## src/rtl/cpu_pkg.sv

```systemverilog
// Shared definitions for the 16RISC core: bus widths, fetch FSM states and
// the address/instruction types reused by fetch and decode.
package cpu_pkg;

  localparam int ADDR_W = 8;
  localparam int DATA_W = 16;

  typedef logic [ADDR_W-1:0] addr_t;
  typedef logic [DATA_W-1:0] instr_t;

  typedef enum logic {
    FETCH  = 1'b0,
    HALTED = 1'b1
  } fetch_state_t;

  // Sequential successor of a PC; wraps silently modulo 2^ADDR_W.
  function automatic addr_t pc_succ(input addr_t pc);
    return pc + addr_t'(1);
  endfunction

endpackage

```

## src/rtl/pc_counter.sv

```systemverilog
// Program counter register: synchronous reset to 0, a parallel load for
// redirects, and an increment for sequential fetch. Load beats increment.
module pc_counter #(
  parameter int ADDR_W = 8
) (
  input  logic              clk,
  input  logic              reset,
  input  logic              load_en,
  input  logic [ADDR_W-1:0] load_val,
  input  logic              inc_en,
  output logic [ADDR_W-1:0] pc
);

  logic [ADDR_W-1:0] r_pc;

  // PC update: reset, then redirect load, then +1 (modulo 2^ADDR_W)
  always_ff @(posedge clk) begin
    if (reset) begin
      r_pc <= '0;
    end else if (load_en) begin
      r_pc <= load_val;
    end else if (inc_en) begin
      r_pc <= r_pc + {{(ADDR_W-1){1'b0}}, 1'b1};
    end
  end

  assign pc = r_pc;

endmodule

```

## src/rtl/rom_fetch_ctrl.sv

```systemverilog
// Instruction-fetch controller: drives the ROM address from the PC, captures
// each fetched word into a one-entry valid/ready output toward decode, and
// handles branch redirects and a sticky halt that only a branch releases.
module rom_fetch_ctrl #(
  parameter int ADDR_W = cpu_pkg::ADDR_W,
  parameter int DATA_W = cpu_pkg::DATA_W
) (
  input  logic              clk,
  input  logic              reset,
  output logic [ADDR_W-1:0] rom_addr,
  input  logic [DATA_W-1:0] rom_data,
  output logic [DATA_W-1:0] instr,
  output logic [ADDR_W-1:0] instr_pc,
  output logic              instr_valid,
  input  logic              instr_ready,
  input  logic              branch_en,
  input  logic [ADDR_W-1:0] branch_target,
  input  logic              halt,
  output logic              halted
);

  import cpu_pkg::*;

  fetch_state_t      r_state;
  fetch_state_t      w_state_nxt;
  logic [ADDR_W-1:0] w_pc;
  logic              w_load;
  logic              w_halted;
  logic [DATA_W-1:0] r_instr;
  logic [ADDR_W-1:0] r_instr_pc;
  logic              r_instr_valid;

  pc_counter #(
    .ADDR_W (ADDR_W)
  ) u_pc (
    .clk      (clk),
    .reset    (reset),
    .load_en  (branch_en),
    .load_val (branch_target),
    .inc_en   (w_load),
    .pc       (w_pc)
  );

  // FSM state register
  always_ff @(posedge clk) begin
    if (reset) begin
      r_state <= FETCH;
    end else begin
      r_state <= w_state_nxt;
    end
  end

  // Next state: a branch always returns to FETCH (and masks a same-cycle
  // halt); halt is sticky, so dropping it does not leave HALTED
  always_comb begin
    w_state_nxt = r_state;
    if (branch_en) begin
      w_state_nxt = FETCH;
    end else if (halt && (r_state == FETCH)) begin
      w_state_nxt = HALTED;
    end
  end

  // FSM outputs: a load happens only in FETCH with the output slot free
  // (or emptying this cycle), and never alongside a branch or a new halt
  always_comb begin
    w_halted = (r_state == HALTED);
    w_load   = (r_state == FETCH) && (!r_instr_valid || instr_ready)
               && !branch_en && !halt;
  end

  // One-entry instruction register: branch discards the held word, a load
  // replaces it, otherwise it is held until decode takes it
  always_ff @(posedge clk) begin
    if (reset) begin
      r_instr       <= '0;
      r_instr_pc    <= '0;
      r_instr_valid <= 1'b0;
    end else if (branch_en) begin
      r_instr_valid <= 1'b0;
    end else if (w_load) begin
      r_instr       <= rom_data;
      r_instr_pc    <= w_pc;
      r_instr_valid <= 1'b1;
    end else if (r_instr_valid && instr_ready) begin
      r_instr_valid <= 1'b0;
    end
  end

  assign rom_addr    = w_pc;
  assign instr       = r_instr;
  assign instr_pc    = r_instr_pc;
  assign instr_valid = r_instr_valid;
  assign halted      = w_halted;

endmodule
```

## config.mk

```make
export PLATFORM = sky130hd
export DESIGN_NAME = rom_fetch_ctrl
export DESIGN_NICKNAME = d
export VERILOG_FILES = /design/src/rtl/cpu_pkg.sv /design/src/rtl/pc_counter.sv /design/src/rtl/rom_fetch_ctrl.sv
export SDC_FILE = /design/constraint.sdc
export NUM_CORES = 1
export LEC_CHECK = 0
export CAP_MARGIN = 30
export CORE_MARGIN = 5
export CORE_UTILIZATION = 44
export CTS_CLUSTER_DIAMETER = 150
export DETAILED_ROUTE_END_ITERATION = 10
export GPL_TIMING_DRIVEN = 1
export PLACE_DENSITY_LB_ADDON = 0.2
export SYNTH_ARGS = -nofsm -noshare
export SYNTH_HDL_FRONTEND = slang
export SYNTH_SLANG_ARGS = --single-unit
```

## constraint.sdc

```tcl
create_clock -name clk -period 5.16 [get_ports clk]
set_clock_uncertainty 0.15 [all_clocks]
set_input_delay 1.032 -clock clk [delete_from_list [all_inputs] [get_ports clk]]
set_output_delay 1.032 -clock clk [all_outputs]
set_load 0.05 [all_outputs]
```

; ---- Word level (Yosys, flattened, before mapping)
; Index checks and enable logic that the tools add are counted.
; W data, S select, Z words.
[totals]
ff_bits = 34
latchBits = 0
ramBits = 0
romBits = 0
inputBits = 29
out_inout_bits = 34
elab_cells = 25
memories = 0
[op_classes]
n_addsub = 1
n_mul = 0
div_mod_pow = 0
order_cmp = 0
eq_ne = 0
n_shift = 0
muxes = 4
bitwise_logic = 2
n_reduce_logical = 13
[ops]
columns = operator, n
row1 = $mux W8, 2
row2 = $add A8 B1 Y8 const B, 1
row3 = $logic_and A1 B1 Y1, 5
row4 = $reduce_bool A2 Y1, 2
row5 = $logic_not A1 Y1, 3
row6 = $mux W1, 2
row7 = $not A1 Y1, 2
row8 = $reduce_and A2 Y1, 1
row9 = $reduce_or A2 Y1, 1
row10 = $logic_or A1 B1 Y1, 1

; ---- Depth between registers and ports, before layout
; Gate-level depths: netlist of run 1.
[depth]
depth_word = 7
depth_mapped = 6
depth_no_buf = 5

; ---- Modules after synthesis
; A second synthesis of run 1 with hierarchy kept.
[hier_totals]
hier_cells = 164
hier_area_um2 = 1611.5
[by_module_without_submodules]
columns = module, instances, cells_per_inst, area_per_inst_um2
row1 = rom_fetch_ctrl, 1, 111, 1147.4
row2 = pc_counter, 1, 53, 464.2

; ---- Worst setup path after synthesis of run 1
; OpenSTA, ideal clock, no wires.
[synth_path]
kind = input to register
start = in halt
end = reg r_instr_pc[4], in the netlist instr_pc[4]
setup_time_ns = 0.128
arrival_time_ns = 2.090
path_slack_ns = 2.793
stages = 6
cell_sequence = or2_1 > buf_6 > nor3_4 > buf_8 > mux2i_1 > nor2_1
[synth_between]
elab_chain_cells = 3
[synth_lines]
columns = item, line
row1 = from (decl), rom_fetch_ctrl.sv:18  ; input logic halt,
row2 = $logic_not A1 Y1, rom_fetch_ctrl.sv:69  ; && !branch_en && !halt;
row3 = $logic_and A1 B1 Y1, rom_fetch_ctrl.sv:69
row4 = $reduce_and A2 Y1 (no source line), n/a
row5 = to (signal assigned), rom_fetch_ctrl.sv:83  ; r_instr_pc <= w_pc;
row6 = to (decl), rom_fetch_ctrl.sv:30  ; logic [ADDR_W-1:0] r_instr_pc;
; Every way passes these cells.
; A chain may end at the register's enable or synchronous reset.

; ---- Worst setup path in the final report of run 1
[layout_path]
start = in halt
end = reg r_instr[13], in the netlist instr[13]
[layout_between]
elab_chain_cells = 3
[layout_lines]
columns = item, line
row1 = $logic_not A1 Y1, rom_fetch_ctrl.sv:69
row2 = $logic_and A1 B1 Y1, rom_fetch_ctrl.sv:69
row3 = $reduce_and A2 Y1 (no source line), n/a
row4 = to (signal assigned), rom_fetch_ctrl.sv:82  ; r_instr <= rom_data;
row5 = to (decl), rom_fetch_ctrl.sv:29  ; logic [DATA_W-1:0] r_instr;
; Every way passes these cells.

==> results by group, run 1 <==
Critical path
  – CP arrival: roughly 3 ns
  – R2R Setup Slk: ~3 ns
  – CP max FO: 14
  – Crit end category: flop
  – Worst reg2reg path endpoint: instr[13]
  – Worst r2r src: halted
  – CP Class: input port to flop
  – Setup crit start kind: input port
  – Worst R2R Path Depth: 5
  – Worst path required time: ~5.3 ns

Pwr
  – Leakage Power: around 0.77 nW
  – Power share of the combinational group: between 20 and 25%
  – NetSw: 0.1785 mW
  – Switching Fraction: between 20% and 30%
  – Sequential Power Share: a little under half
  – Clock network power share: between 20% and 30%
  – Power Density: about 290 mW/mm2
  – Peak supply drop: roughly 0.18 mV
  – Int Pwr: approximately 0.43 mW

Global routing
  – Total track usage: ~17%
  – Global-route wire length before repair: 5.630 mm
  – Vias in the first global route: between 1000 and 1500
  – Largest net degree at the start of global routing: 29
  – Initial antenna violation count: 0
  – GRT overflow: 0

STA
  – Period utilization: between 50% and 60%
  – Relative slew margins: around 55%
  – Hold Fails Final Rpt: 0
  – TNS Setup: 0 ns
  – Least-Margin Pin Slew: between 0.6 and 0.7 ns
  – Max-slew violation count: 0
  – Fmax: about 0.34 GHz
  – Setup violators final: 0
  – RSZ-0062 raised after global routing: false
  – Post-layout worst setup margin: 2.241 ns
  – Tmin final: roughly 2.9 ns

Clocking
  – Sink Count: 34
  – Post-CTS setup buffers: 0
  – Clock H-tree levels: 2
  – Post-cts resize count: 0
  – CTS hold repair buffers: 0
  – Total CTS buffers: 5
  – Clock-pin slew on the worst setup and hold paths: 0.10 ns
  – CTS tree: done
  – Clk_lat worst skew: about 0.34 ns
  – Clk buf depth: 2
  – Clk root buf: clkbuf_4

Floorplanning
  – DIE WIDTH: between 60 and 70 um
  – Initial core utilization: 45.79%
  – Core ar.: around 0.0030 mm2
  – Ports: 63
  – Chip height: about 66 um
  – Number of cell rows: 20
  – Die area: approximately 0.0044 mm2

Yosys
  – Post-synth cell types: 30
  – Top_reg_cell synth: dfxtp_1
  – Register bit total from synthesis: 34
  – Syn Area/Cell: approximately 10 um2
  – Synth top area share: 49.10%
  – Sequential fraction of the synthesis area: 49.10%
  – Post-synth EDFFs: 0
  – Post-Synthesis Cells: approximately 140
  – Synth top area cells: dfxtp_1, mux2i_1, nor2_1, a211oi_1, buf_8
  – YS warnings: 0
  – Count leader, synth: dfxtp_1
  – Mapped cell area: around 0.0014 mm2
  – Async set-reset flop share out of synthesis: 0%
  – Commonest cells post-synth: dfxtp_1, nor2_1, mux2i_1
  – Biggest area consumer among synthesized cells: dfxtp_1
  – Post-Syn Nets: roughly 170

Routing
  – Vias per cell: ~5
  – WL final: around 3.4 mm
  – WL/cell: between 10 and 15 um
  – Vias: between 1000 and 1500
  – DRT iter0 DRCs: 40
  – Drt drc: 0
  – Post-route ant nets: 0
  – First drt pass iteration count: 4

Place
  – Placed instance area: 0.002037 mm2
  – Number of port buffers: 62
  – Gpl congestion: approximately 0.75
  – DP HPWL: between 2 and 3 mm
  – Pre-CTS setup slack: about 1.9 ns

Final layout
  – Area delta synth->final: 52.62%
  – Layout Nets: roughly 230
  – Final Cell Area: 0.002116 mm2
  – N_diodes: 0
  – Proportion of layout cells with a drive suffix above 1: under 10%

Worst hold path
  – Class of the worst hold path: flop to flop
  – WHS Endpoint: instr[3]
  – Hold path start: instr[3]
  – Worst Hold Path Cells: 2

Outcome
  – Status: completed

Job
  – Maxcap violations: 0
## power groups by stage
stage	clock network, mW	logic, mW	registers [mW]
6_report	0.179	0.141	0.287
5_1_grt	0.194	0.150	0.290
4_1_cts	0.185	0.143	0.288
3_5_place_dp	0	0.142	0.293
3_3_place_gp	0	0.137	0.293
2_1_floorplan	0	0.0408	0.338
## worst max-delay path, stage by stage
cell	delay (ns)
clkdlybuf4s50_1	0.43
or2_1	0.32
nor3_4	0.55
buf_4	0.38
mux2i_1	0.24
nor2_1	0.06
## cell type report
class / count / area (um2)
clock buffer: 8 / 78.83
fill: 255 / 912.1
inverter: 1 / 3.754
multi-input combinational: 93 / 641.9
sequential: 34 / 680.7
tap: 44 / 55.05
timing repair buffer: 64 / 655.6
## logic make-up after synthesis
kind of cell	synth area share [%]
AND/OR/NAND/NOR	17.96
flip-flops	49.10
multiplexers	17.33
AO/OA/AOI/OAI	6.318
buffers and inverters	4.603
XOR/XNOR	3.791
adder cells (fa/ha/maj)	0.9024
## layer usage
metal	up-vias	wire length (um)	track usage [%]
li1	594	-	-
met1	566	1403	19.01
met2	39	1670	28.38
met3	8	286	6.803
met4	0	55	7.614
met5	-	0	0
## worst max path at each step
stage,end,slack [ns],start,depth (start not counted)
2_1_floorplan,instr_pc[4],2.79,halt,6
3_3_place_gp,instr_pc[7],1.91,halt,6
3_5_place_dp,instr[13],1.85,halt,6
4_1_cts,instr[13],2.22,halt,6
5_1_grt,instr[13],2.05,halt,6
6_report,instr[13],2.24,halt,6
## cells in the final DEF, fill, tap and decap left out, drive strengths merged, types with 2 or more instances in the layout
master and instances:
a311oi 2, mux2i 24, a211oi 6, nor3 3, clkdlybuf4s50 62, nor2 32, nand2 4, xor2 3
dfxtp 34, buf 2, nand3 4, clkbuf 8, xnor2 3
## sequential cells by signal, summed over array words and instances, names as in the netlist
| name | cells |
|---|---|
| instr_valid | 1 |
| instr | 16 |
| instr_pc | 8 |
| halted | 1 |
| u_pc.pc | 8 |
## metrics by stage
| stage | hold slack (ns) | cells | utilization [%] | total power, mW |
|---|---|---|---|---|
| 6_report | 0.3548 | 244 | 69.88 | 0.6077 |
| 5_1_grt | 0.4016 | 244 | 69.88 | 0.6337 |
| 4_1_cts | 0.3582 | 244 | 69.88 | 0.6151 |
| 3_5_place_dp | 0.3345 | 236 | 67.27 | 0.4355 |
| 3_3_place_gp | 0.3227 | 235 | 66.36 | 0.4299 |
| 2_1_floorplan | 0.5764 | 136 | - | 0.3790 |
Power figures use the tool's default switching activity.
==> inputs of run 2 (changes only) <==
--- a/config.mk
+++ b/config.mk
@@ -7,7 +7,7 @@
 export LEC_CHECK = 0
 export CAP_MARGIN = 30
 export CORE_MARGIN = 5
-export CORE_UTILIZATION = 44
+export CORE_UTILIZATION = 41
 export CTS_CLUSTER_DIAMETER = 150
 export DETAILED_ROUTE_END_ITERATION = 10
 export GPL_TIMING_DRIVEN = 1
==> constraint.sdc (replaced) <==
create_clock -name clk -period 2.79 [get_ports clk]
set_clock_uncertainty 0.15 [all_clocks]
set_input_delay 0.558 -clock clk [delete_from_list [all_inputs] [get_ports clk]]
set_output_delay 0.558 -clock clk [all_outputs]
set_load 0.05 [all_outputs]
==> results by group, run 2 (synthesis gave the netlist of run 1 again) <==
Final layout
  – Fillcell total: 289 (+13%)
  – N_diodes: 0 (unchanged)
  – Commonest non-fill, non-tap cells in the layout: clkdlybuf4s50_1, dfxtp_1, nor2_1
  – Most common cell after layout, fill and taps aside: clkdlybuf4s50_1
  – Final core utilization: 63.30% (-6.6 points)
  – Proportion of layout cells with a drive suffix above 1: 7.500% (unchanged)
  – Layout Nets: 229 (unchanged)
  – Largest register FFs: 16 (unchanged)
  – Area delta synth->final: 51.17%

Place
  – Pre-CTS setup slack: 0.4312 ns (-1.421 ns)
  – DP HPWL: 2.453 mm (-4.9%)
  – Gpl congestion: 0.8136 (+8.6%)
  – Number of port buffers: 62 (unchanged)

Outcome
  – Status: completed

Critical path
  – Worst-path cell chain: clkdlybuf4s50_1
  – Crit-path slowest cell: clkdlybuf4s50_1
  – CP max FO: 7 (-7)
  – Worst path required time: 2.08 ns (-3.17 ns)
  – CP arrival: 1.68 ns (-1.33 ns)
  – Max stage delay on crit path: 0.86 ns (+0.31 ns)
  – R2R Setup Slk: 1.12 ns (-1.89 ns)
  – Setup crit start kind: flop
  – Delay-heaviest family, CP: buffers and inverters
  – Worst path bufs/invs: 1 (-1)
  – CP Class: flop to primary output
  – Crit end category: primary output
  – Worst setup startpoint: u_pc.pc[2]
  – Worst r2r src: halted

STA
  – Max-slew violation count: 0 (unchanged)
  – Hold Fails Final Rpt: 0 (unchanged)
  – Setup violators final: 0 (unchanged)
  – Relative slew margins: 66.01% (+11 points)
  – RSZ-0062 raised after global routing: false
  – Tmin final: approximately 2.4 ns
  – TNS Setup: 0 ns (unchanged)
  – WHS: 0.3533 ns (-0.001511 ns)
  – Period utilization: a little under nine tenths
  – Fmax: 0.4194 GHz
  – Post-layout worst setup margin: 0.4055 ns (-1.835 ns)
  – Least-Margin Pin Slew: 0.5082 ns (-0.1631 ns)

Worst hold path
  – Class of the worst hold path: flop to flop
  – Hold path start: instr_pc[6]

Floorplanning
  – Number of cell rows: 21 (+5.0%)
  – Core ar.: 0.003311 mm2 (+9.3%)
  – Die area: 0.004644 mm2 (+6.2%)
  – Initial core utilization: 41.87% (-3.9 points)
  – DIE WIDTH: 68.15 um (+3.1%)
  – Ports: 63 (unchanged)
  – Chip height: 68.15 um (+3.1%)

Pwr
  – Leakage Power: 0.7553 nW (-1.9%)
  – Total power draw: 1.081 mW (+78%)
  – Peak supply drop: 0.3066 mV (+66%)
  – Power Density: 515.6 mW/mm2 (+80%)

Clocking
  – Clk buf depth: 2 (unchanged)
  – Total CTS buffers: 5 (unchanged)
  – Clk root buf: clkbuf_4
  – CTS hold repair buffers: 0 (unchanged)
  – Clock-pin slew on the worst setup and hold paths: 0.11 ns (about the same)
  – Clock H-tree levels: 2 (unchanged)
  – Clk_lat worst skew: 0.34 ns (about the same)
  – CTS tree: done
  – Post-cts resize count: 0 (unchanged)
  – Sink Count: 34 (unchanged)
  – Post-CTS setup buffers: 0 (unchanged)

Global routing
  – Total track usage: 15.15% (-1.9 points)
  – GRT overflow: 0 (unchanged)
  – Global-route wire length before repair: 5.216 mm (-7.4%)
  – Largest net degree at the start of global routing: 35 (+21%)
  – Initial antenna violation count: 0 (unchanged)
  – Vias in the first global route: 1175 (-6.2%)

Routing
  – Vias per cell: 4.850 (-2.0%)
  – Vias: 1193 (-1.2%)
  – WL final: 3.277 mm (-4.0%)
  – DRT iter0 DRCs: 32 (-20%)
  – Drt drc: 0 (unchanged)
  – First drt pass iteration count: 4 (unchanged)
  – Post-route ant nets: 0 (unchanged)
  – WL/cell: 13.32 um (-4.8%)

Job
  – Maxcap violations: 0 (unchanged)
run 2: path summary, 6_finish.rpt:
path | to | cells after the start
max | rom_addr[2] | 1
min | instr_pc[6] | 2
max reg2reg | instr[6] | 5
min reg2reg | instr_pc[6] | 2
run 2: layout make-up:
type                            count  area (um2)  area share (%)
Timing Repair Buffer               64       648.1           30.93
Inverter                            1       3.754          0.1791
Tap cell                           46       57.56           2.746
Sequential cell                    34       680.7           32.48
Multi-Input combinational cell     93       641.9           30.63
Clock inverter                      2       12.51          0.5970
Clock buffer                        6       51.30           2.448
run 2: routing by layer:
metal  GRT usage [%]  share of wire, %  vias up  routed length [um]
met1           16.98                43      549                1404
met4           5.211               1.5        0                  48
met5               0                 0        -                   0
met2           25.51                48       41                1580
met3           6.568               7.4        6                 244
li1                -                 -      597                   -
run 2: report_power, final:
group / switching [mW] / leakage, nW / internal (mW)
Clock: 0.169 / 0.0343 / 0.121
Combinational: 0.148 / 0.442 / 0.111
Sequential: 0.0210 / 0.279 / 0.510
run 2: metrics by stage:
stage                     instances  area, um2
after floorplan                 136       1386
after global placement          238       2032
after detailed placement        238       2032
after CTS                       246       2096
after global routing            246       2096
final                           246       2096
==> inputs of run 3 (changes only) <==
==> constraint.sdc (replaced) <==
create_clock -name clk -period 2.7 [get_ports clk]
set_clock_uncertainty 0.15 [all_clocks]
set_input_delay 0.54 -clock clk [delete_from_list [all_inputs] [get_ports clk]]
set_output_delay 0.54 -clock clk [all_outputs]
set_load 0.05 [all_outputs]
==> results by group, run 3 (synthesis gave the netlist of run 1 again) <==
Clocking
  – Clock H-tree levels: 2 (unchanged)
  – Post-CTS setup buffers: 0 (unchanged)
  – Total CTS buffers: 5 (unchanged)
  – Clk buf depth: 2 (unchanged)
  – CTS hold repair buffers: 0 (unchanged)
  – Clock-pin slew on the worst setup and hold paths: 0.10 ns (about the same)
  – Post-cts resize count: 0 (unchanged)
  – CTS tree: done
  – Clk_lat worst skew: 0.33 ns (about the same)
  – Sink Count: 34 (unchanged)
  – Clk root buf: clkbuf_4

Critical path
  – Logic depth of the worst path, buffers included: 1 (unchanged)
  – Setup crit start kind: flop
  – Worst r2r src: halted
  – Max stage delay on crit path: 0.87 ns (about the same)
  – Worst path required time: 2.01 ns (-0.07 ns)
  – Crit-path slowest cell: clkdlybuf4s50_1
  – CP max FO: 7 (unchanged)
  – Worst R2R Path Depth: 5 (unchanged)
  – Worst setup startpoint: u_pc.pc[2]
  – Delay-heaviest family, CP: buffers and inverters
  – Crit end category: primary output
  – R2R Setup Slk: 0.99 ns (-0.13 ns)
  – Worst reg2reg path endpoint: instr[10]
  – Worst-path cell chain: clkdlybuf4s50_1
  – Worst path bufs/invs: 1 (unchanged)
  – CP arrival: 1.68 ns (about the same)
  – CP Class: flop to primary output
  – Crit path capture: rom_addr[2]

Floorplanning
  – Core ar.: 0.003311 mm2 (unchanged)
  – Initial core utilization: 41.87% (unchanged)
  – Number of cell rows: 21 (unchanged)
  – Die area: 0.004644 mm2 (unchanged)
  – Ports: 63 (unchanged)
  – Chip height: 68.15 um (unchanged)
  – DIE WIDTH: 68.15 um (unchanged)

Routing
  – DRT iter0 DRCs: 51 (+59%)
  – WL final: 3.333 mm (+1.7%)
  – Drt drc: 0 (unchanged)
  – First drt pass iteration count: 4 (unchanged)
  – WL/cell: 13.49 um (+1.3%)
  – Post-route ant nets: 0 (unchanged)
  – Vias: 1194 (+0.084%)
  – Vias per cell: 4.834 (-0.32%)

Final layout
  – Final Cell Area: 0.002087 mm2 (-0.42%)
  – Final core utilization: 63.04% (-0.26 points)
  – Area delta synth->final: 50.54%
  – Commonest non-fill, non-tap cells in the layout: clkdlybuf4s50_1, dfxtp_1, nor2_1
  – Layout Nets: 230 (+0.44%)
  – Proportion of layout cells with a drive suffix above 1: 7.463% (-0.037 points)
  – Most common cell after layout, fill and taps aside: clkdlybuf4s50_1
  – Largest register FFs: 16 (unchanged)
  – N_diodes: 0 (unchanged)

Job
  – Maxcap violations: 0 (unchanged)

STA
  – Relative slew margins: 65.01% (-1.0 points)
  – Hold Fails Final Rpt: 0 (unchanged)
  – Tmin final: between 2 and 2.5 ns
  – WHS: 0.3457 ns (-0.007596 ns)
  – TNS Setup: 0 ns (unchanged)
  – Fmax: ~0.42 GHz
  – RSZ-0062 raised after global routing: false
  – Setup violators final: 0 (unchanged)
  – Least-Margin Pin Slew: 0.5232 ns (+0.01500 ns)
  – Period utilization: just under 90%
  – Max-slew violation count: 0 (unchanged)

Global routing
  – Total track usage: 15.07% (-0.074 points)
  – Largest net degree at the start of global routing: 35 (unchanged)
  – Initial antenna violation count: 0 (unchanged)
  – GRT overflow: 0 (unchanged)
  – Global-route wire length before repair: 5.133 mm (-1.6%)
  – Vias in the first global route: 1165 (-0.85%)

Pwr
  – Total power draw: 1.102 mW (+2.0%)
  – Power Density: 528.0 mW/mm2 (+2.4%)
  – Leakage Power: 0.7581 nW (+0.37%)
  – Peak supply drop: 0.3528 mV (+15%)

Worst hold path
  – Class of the worst hold path: flop to flop

Outcome
  – Status: completed

Place
  – DP HPWL: 2.496 mm (+1.8%)
  – Placed instance area: 0.002027 mm2 (-0.25%)
  – Number of port buffers: 62 (unchanged)
  – Gpl congestion: 0.8050 (-1.1%)
==> run 3: worst min-delay path by stage <==
stage / from / to / slack, ns / cells past startpoint
6_report: instr[3] / instr[3] / 0.35 / 2
4_1_cts: instr[3] / instr[3] / 0.36 / 2
3_3_place_gp: instr[15] / instr[15] / 0.32 / 2
2_1_floorplan: branch_en / instr_valid / 0.47 / 1
5_1_grt: instr[10] / instr[10] / 0.39 / 2
3_5_place_dp: instr[3] / instr[3] / 0.33 / 2
==> run 3: area by class of cell <==
cell class | count | area, um2
inverters | 1 | 3.754
fillers | 311 | 1224
clock inverters | 1 | 5.005
well taps | 46 | 57.56
repair buffers | 65 | 643.1
multi-input cells | 93 | 641.9
clock buffers | 7 | 55.05
flip-flops and latches | 34 | 680.7
==> run 3: power by group <==
group | leakage [nW] | switching, mW | total, mW | internal, mW
clock network | 0.0353 | 0.159 | 0.286 | 0.126
registers | 0.279 | 0.0219 | 0.549 | 0.527
logic | 0.444 | 0.154 | 0.267 | 0.113
total | 0.758 | 0.336 | 1.10 | 0.766
==> run 3: stage by stage <==
step | std cells | setup WS, ns
after floorplan | 136 | 0.7802
after global placement | 239 | 0.4241
after detailed placement | 239 | 0.3636
after CTS | 247 | 0.3229
after global routing | 247 | 0.2554
final | 247 | 0.3276
==> run 3: tightest hold or removal path: cells and delay by family (launching register included) <==
family / cells / cell delay (ns)
flip-flops: 1 / 0.33
multiplexers: 1 / 0.06
AND/OR/NAND/NOR: 1 / 0.07
==> run 3: metal layers <==
layer	wire length (um)	vias to the layer above	GRT usage [%]
met1	1429	534	17.57
met2	1589	49	24.55
met5	0	-	0
li1	-	601	-
met3	246	10	6.568
met4	68	0	5.211
